--- src/rtl/nv_nvdla_glb_intr_coalesce.sv ---
// nv_nvdla_glb_intr_coalesce: W1C done-status collector with mask and coalescing interrupt FSM
// Ports:
//   nvdla_core_clk / nvdla_core_rst : clock, synchronous active-high reset
//   done_pd       : done pulses, bit 2i = source i group0, bit 2i+1 = group1
//   reg_req_*     : register request (always ready), reg_resp_* : response one cycle later
//   core_intr     : registered level interrupt, high while the FSM is in FIRE
// Optional feature: define NVDLA_GLB_PERF_CNT_EN for per-source done counters at 0x10+i.
module nv_nvdla_glb_intr_coalesce #(
    parameter int NUM_SRC = 8,
    parameter int TMO_W   = 16
) (
    input  logic                 nvdla_core_clk,
    input  logic                 nvdla_core_rst,
    input  logic [2*NUM_SRC-1:0] done_pd,
    input  logic                 reg_req_vld,
    output logic                 reg_req_rdy,
    input  logic                 reg_req_wr,
    input  logic [7:0]           reg_req_addr,
    input  logic [31:0]          reg_req_wdat,
    output logic                 reg_resp_vld,
    output logic [31:0]          reg_resp_rdat,
    output logic                 core_intr
);
    localparam int NB = 2 * NUM_SRC;
    typedef enum logic [1:0] {IDLE = 2'd0, ACCUM = 2'd1, FIRE = 2'd2} state_t;
    state_t           state_q;
    logic [NB-1:0]    status_q, status_d, mask_q, mask_d, set_bits;
    logic [7:0]       thresh_q, thresh_d, pend_q, pend_sat, thr_eff;
    logic [TMO_W-1:0] tmo_q, tmo_d, timer_q;
    logic [5:0]       ev_cnt;
    logic [8:0]       pend_sum;
    logic [31:0]      rdat_q, rdat_d, perf_rd;
    logic             wr, unmasked, fire_hit, core_intr_q, resp_vld_q;
    logic             unused_wdat;
    assign wr            = reg_req_vld & reg_req_wr;
    assign reg_req_rdy   = 1'b1;
    assign reg_resp_vld  = resp_vld_q;
    assign reg_resp_rdat = rdat_q;
    assign core_intr     = core_intr_q;
    assign unused_wdat   = ^reg_req_wdat;
    always_comb begin
        set_bits = done_pd | ((wr && reg_req_addr == 8'h01) ? reg_req_wdat[NB-1:0] : '0);
        // set is OR-ed after the clear so a same-cycle set wins
        status_d = (status_q & ~((wr && reg_req_addr == 8'h02) ? reg_req_wdat[NB-1:0] : '0)) | set_bits;
        mask_d   = (wr && reg_req_addr == 8'h00) ? reg_req_wdat[NB-1:0] : mask_q;
        thresh_d = (wr && reg_req_addr == 8'h03) ? reg_req_wdat[7:0] : thresh_q;
        tmo_d    = (wr && reg_req_addr == 8'h03) ? reg_req_wdat[TMO_W+7:8] : tmo_q;
        ev_cnt   = '0;
        for (int i = 0; i < NB; i++) ev_cnt = ev_cnt + 6'(set_bits[i] & ~mask_q[i]);
        pend_sum = {1'b0, pend_q} + 9'(ev_cnt);
        pend_sat = pend_sum[8] ? 8'hFF : pend_sum[7:0];
        thr_eff  = (thresh_q == 8'd0) ? 8'd1 : thresh_q;
        unmasked = |(status_q & ~mask_q);
        fire_hit = (pend_q >= thr_eff) || (tmo_q != '0 && timer_q == tmo_q - TMO_W'(1));
    end
    always_comb begin
        rdat_d = '0;
        if (reg_req_vld && !reg_req_wr) begin
            case (reg_req_addr)
                8'h00:   rdat_d = 32'(mask_q);
                8'h02:   rdat_d = 32'(status_q);
                8'h03:   rdat_d = 32'({tmo_q, thresh_q});
                8'h04:   rdat_d = {22'd0, state_q, pend_q};
                default: rdat_d = perf_rd;
            endcase
        end
    end
    always_ff @(posedge nvdla_core_clk) begin
        if (nvdla_core_rst) begin
            status_q   <= '0;
            mask_q     <= '0;
            thresh_q   <= 8'd1;
            tmo_q      <= '0;
            resp_vld_q <= 1'b0;
            rdat_q     <= '0;
        end else begin
            status_q   <= status_d;
            mask_q     <= mask_d;
            thresh_q   <= thresh_d;
            tmo_q      <= tmo_d;
            resp_vld_q <= reg_req_vld;
            rdat_q     <= rdat_d;
        end
    end
    always_ff @(posedge nvdla_core_clk) begin
        if (nvdla_core_rst) begin
            state_q     <= IDLE;
            timer_q     <= '0;
            pend_q      <= '0;
            core_intr_q <= 1'b0;
        end else begin
            pend_q <= pend_sat;
            case (state_q)
                IDLE: if (unmasked) begin
                    state_q <= ACCUM;
                    timer_q <= '0;
                end
                ACCUM: if (!unmasked) begin
                    state_q <= IDLE;
                    pend_q  <= '0;
                end else if (fire_hit) begin
                    state_q     <= FIRE;
                    core_intr_q <= 1'b1;
                end else begin
                    timer_q <= timer_q + TMO_W'(1);
                end
                FIRE: if (!unmasked) begin
                    state_q     <= IDLE;
                    pend_q      <= '0;
                    core_intr_q <= 1'b0;
                end
                default: begin
                    state_q     <= IDLE;
                    pend_q      <= '0;
                    core_intr_q <= 1'b0;
                end
            endcase
        end
    end
`ifdef NVDLA_GLB_PERF_CNT_EN
    logic [31:0] perf_q [NUM_SRC];
    always_comb begin
        perf_rd = '0;
        for (int i = 0; i < NUM_SRC; i++) if (reg_req_addr == 8'(16 + i)) perf_rd = perf_q[i];
    end
    for (genvar i = 0; i < NUM_SRC; i++) begin : g_perf
        always_ff @(posedge nvdla_core_clk) begin
            if (nvdla_core_rst) perf_q[i] <= '0;
            else if (wr && reg_req_addr == 8'(16 + i)) perf_q[i] <= '0;
            else if (|done_pd[2*i +: 2]) perf_q[i] <= perf_q[i] + 32'd1;
        end
    end
`else
    assign perf_rd = '0;
`endif
endmodule

--- config.mk ---
export PLATFORM = sky130hd
export DESIGN_NAME = nv_nvdla_glb_intr_coalesce
export DESIGN_NICKNAME = d
export VERILOG_FILES = /design/src/rtl/nv_nvdla_glb_intr_coalesce.sv
export SDC_FILE = /design/constraint.sdc
export NUM_CORES = 1
export LEC_CHECK = 0
export CAP_MARGIN = 10
export CORE_ASPECT_RATIO = 1.25
export CORE_MARGIN = 1
export CORE_UTILIZATION = 54
export CTS_CLUSTER_DIAMETER = 120
export DETAILED_ROUTE_END_ITERATION = 10
export PLACE_DENSITY = 0.8
export SYNTH_ARGS = -nofsm -noshare
export SYNTH_HDL_FRONTEND = slang
export SYNTH_SLANG_ARGS = --single-unit
--- constraint.sdc ---
create_clock -name nvdla_core_clk -period 8.45 [get_ports nvdla_core_clk]
set_clock_uncertainty 0.05 [all_clocks]
set_input_delay 1.2675 -clock nvdla_core_clk [delete_from_list [all_inputs] [get_ports nvdla_core_clk]]
set_output_delay 1.2675 -clock nvdla_core_clk [all_outputs]
set_load 0.01 [all_outputs]
==> impl_metrics.json <==
{
  "status": "complete, no violations",
  "sw_frac_of_total": 0.343,
  "max_slew_margin": 0.286,
  "final_antenna_net_count": 0,
  "dpl_cell_area_um2": 6780,
  "synth.largest_area_cell": "dfxtp_1",
  "rsz0062_at_grt": "no",
  "cts_max_level": 3,
  "grt_pass1_vias": 5524,
  "synthTopCellsByArea": "dfxtp_1 (36%), nand2_1 (8.7%), a21oi_1 (8.0%), ha_1 (5.0%), fa_1 (3.7%)",
  "cp-end-kind": "flop",
  "overflow": 0,
  "hp-class": "flop to flop",
  "drive_gt1_frac": 0.0737,
  "combPwrFrac": 0.320,
  "p_leak_nw": 2.60,
  "path_cells": "clkdlybuf4s50_1 > or4_1 > nor3_1 > and3_1 > a21oi_1 > or2_2 > fa_1 > inv_1 > fa_1 > inv_1 > fa_1 > fa_1 > inv_1 > ha_1 > fa_1 > inv_1 > fa_1 > inv_1 > a21oi_1 > o21bai_1 > a21oi_1 > nand4b_1 > a21oi_1",
  "via_count": 5635,
  "final_cells": 933,
  "async_flop_share": 0,
  "path_class": "input pin to flop",
  "post_cts_resized": 0,
  "drv_cap": 0,
  "synth_area_um2": 5980,
  "cts_tree": "built",
  "clkPwrFrac": 0.287,
  "slew_viol_final": 0,
  "drc": 0,
  "r2r-end": "pend_q[0]",
  "critPathArrivalTime_ps": 8010,
  "drtPass1Iterations": 7,
  "cts_sinks": 108,
  "rr_worst_depth": 18,
  "p_switching_mw": 0.486,
  "die_h_um": 120,
  "period_needed_ps": 7780,
  "final_area_um2": 7060,
  "seqCellArea_um2": 2160,
  "worst_setup_path_start_kind": "input pin",
  "multiInputGateArea_um2": 3480,
  "p_int_mw": 0.931,
  "utilization": 0.662,
  "path_delay_family": "adder cells",
  "crit_buf_inv": 6,
  "reg2reg_slack_ps": 3080,
  "crit_cells": 23,
  "io_pins": 95,
  "fill_cells": 881,
  "wl_per_cell_um": 17.4,
  "cts_root_buf": "clkbuf_16",
  "clk_latency_ps": 350,
  "cpMaxStageDelayCell": "or4_1",
  "routed_via_density": 6.04,
  "pwr-share-seq": 0.393,
  "hold_violations": 0,
  "grt_util_all_layers": 0.293,
  "worstMarginPinSlew_ps": 1070,
  "num_rows": 42,
  "final_net_count": 891,
  "cp-startpoint": "reg_req_addr[4]",
  "synth_cell_types": 65,
  "io_buffers": 77,
  "yosysSeqAreaShare": 0.362,
  "crit_path_max_fanout": 6,
  "pwr_density_cell_nw_per_um2": 201,
  "antenna_cells": 0,
  "ys.flop_type": "dfxtp_1",
  "dieWidth_um": 96.1,
  "synth_cells": 739,
  "ir_drop_uv": 136,
  "max_freq_ghz": 0.129,
  "drt_iter0_drc": 423,
  "synth_top_cell_area_share": 0.362,
  "finalCritPeriodShare": 0.920,
  "grt_pass1_wl_mm": 25.8,
  "min_path_cells": 2,
  "syn_to_final_growth_pct": 18.1,
  "grt_max_degree": 65,
  "synth.top_cells.by_count": "nand2_1 (139), dfxtp_1 (108), a21oi_1 (96), nor2_1 (46), inv_1 (41)",
  "synth.most_common_cell": "nand2_1",
  "clk_path_buf_depth": 2,
  "cts_hold_buf": 0,
  "yosys_warnings": 0,
  "dieArea_um2": 11500,
  "initial_core_util": 0.561,
  "routed_wl_mm": 16.2,
  "placed_cells_incl_taps": 916,
  "finalPower_mw": 1.42,
  "endpoint": "pend_q[0]",
  "crit_path_frequent_cell": "fa_1",
  "coreArea_um2": 10700,
  "clk_pin_slew_ps": 70,
  "fin_tns_setup_ps": 0,
  "cts_made_buffers": 9,
  "dp_hpwl_mm": 11.9,
  "required_ps": 8680,
  "ys_ff_latch": 108,
  "antenna_found_initial": 0,
  "regToRegStartpoint": "mask_q[11]",
  "syn-mean-instance-area_um2": 8.09,
  "slowest_delay_ps": 610,
  "setup_viol_count_final": 0,
  "place_congestion": 0.974,
  "synth_edf_count": 0,
  "postCtsSetupRepairBufs": 0
}
-- metal layers --
metal | vias to the layer above | GRT usage | routed length, um
met5 | - | 0 | 0
met4 | 0 | 0.191 | 852
met3 | 64 | 0.0513 | 1160
met2 | 235 | 0.499 | 8100
met1 | 2674 | 0.328 | 6120
li1 | 2662 | - | -
-- placed cells by master, fill, tap and decap left out, types with 11 or more instances in the layout --
| master | Yosys | routed |
|---|---|---|
| nor2b_1 | 19 | 19 |
| xnor2_1 | 12 | 12 |
| xor2_1 | 11 | 11 |
| nand2_1 | 139 | 139 |
| nor2_1 | 46 | 46 |
| dfxtp_1 | 108 | 108 |
| a21oi_1 | 96 | 96 |
| clkdlybuf4s50_1 | 0 | 76 |
| inv_1 | 41 | 41 |
| and3_1 | 13 | 13 |
| mux2_2 | 15 | 15 |
| ha_1 | 24 | 24 |
| fa_1 | 11 | 11 |
| o21ai_0 | 11 | 11 |
-- power groups by stage --
stage | registers, mW | clock network (mW) | logic (mW)
finish | 0.556 | 0.407 | 0.454
global placement | 0.565 | 0 | 0.422
CTS | 0.555 | 0.411 | 0.450
global route | 0.558 | 0.424 | 0.510
detailed placement | 0.567 | 0 | 0.445
floorplan | 0.560 | 0 | 0.336
-- flip-flops by register name (all words and copies together), names as in the netlist --
register and flops:
pend_q 8, tmo_q 16, mask_q 16, status_q 16
timer_q 16, reg_resp_rdat 24, core_intr 1, state_q 2
reg_resp_vld 1, thresh_q 8
-- kinds of logic (layout without fill, tap and decap cells) --
kind of cell | Yosys count | count (layout) | share of synthesized area
muxes | 18 | 18 | 0.0333
AOI/OAI and AO/OA | 178 | 178 | 0.192
and+or+nand+nor | 289 | 289 | 0.230
buffers and inverters | 86 | 141 | 0.0613
other | 2 | 9 | 0.00126
xor gates and xnor gates | 23 | 23 | 0.0337
adders and majority gates | 35 | 35 | 0.0870
DFF | 108 | 108 | 0.362
-- worst min-delay path by stage --
stage	start	to
after floorplan	status_q[0]	status_q[0]
after global placement	status_q[9]	status_q[9]
after detailed placement	status_q[10]	status_q[10]
after CTS	status_q[10]	status_q[10]
after global routing	mask_q[4]	mask_q[4]
final	status_q[10]	status_q[10]
-- worst reg2reg max path, stage by stage, from the launching register on --
cell and delay [ps]:
dfxtp_1 350, or2_2 320, fa_1 540, inv_1 50
fa_1 490, inv_1 50, fa_1 500, fa_1 560
inv_1 40, ha_1 210, fa_1 530, inv_1 70
fa_1 430, inv_1 80, a21oi_1 70, o21bai_1 200
a21oi_1 140, nand4b_1 370, a21oi_1 250
-- layout make-up --
| cell class | count | area share |
|---|---|---|
| clock buffer | 12 | 0.0349 |
| clock inverter | 4 | 0.00478 |
| inverter | 41 | 0.0218 |
| multi-input combinational | 552 | 0.493 |
| sequential | 108 | 0.306 |
| tap | 132 | 0.0234 |
| timing repair buffer | 84 | 0.116 |
-- metrics by stage --
step                      setup slack (ps)  hold slack [ps]
after floorplan                       1380              391
final                                  674              424
after detailed placement               459              413
after CTS                              778              423
after global routing                   344              443
after global placement                 557              401
Power figures use the tool's default switching activity.
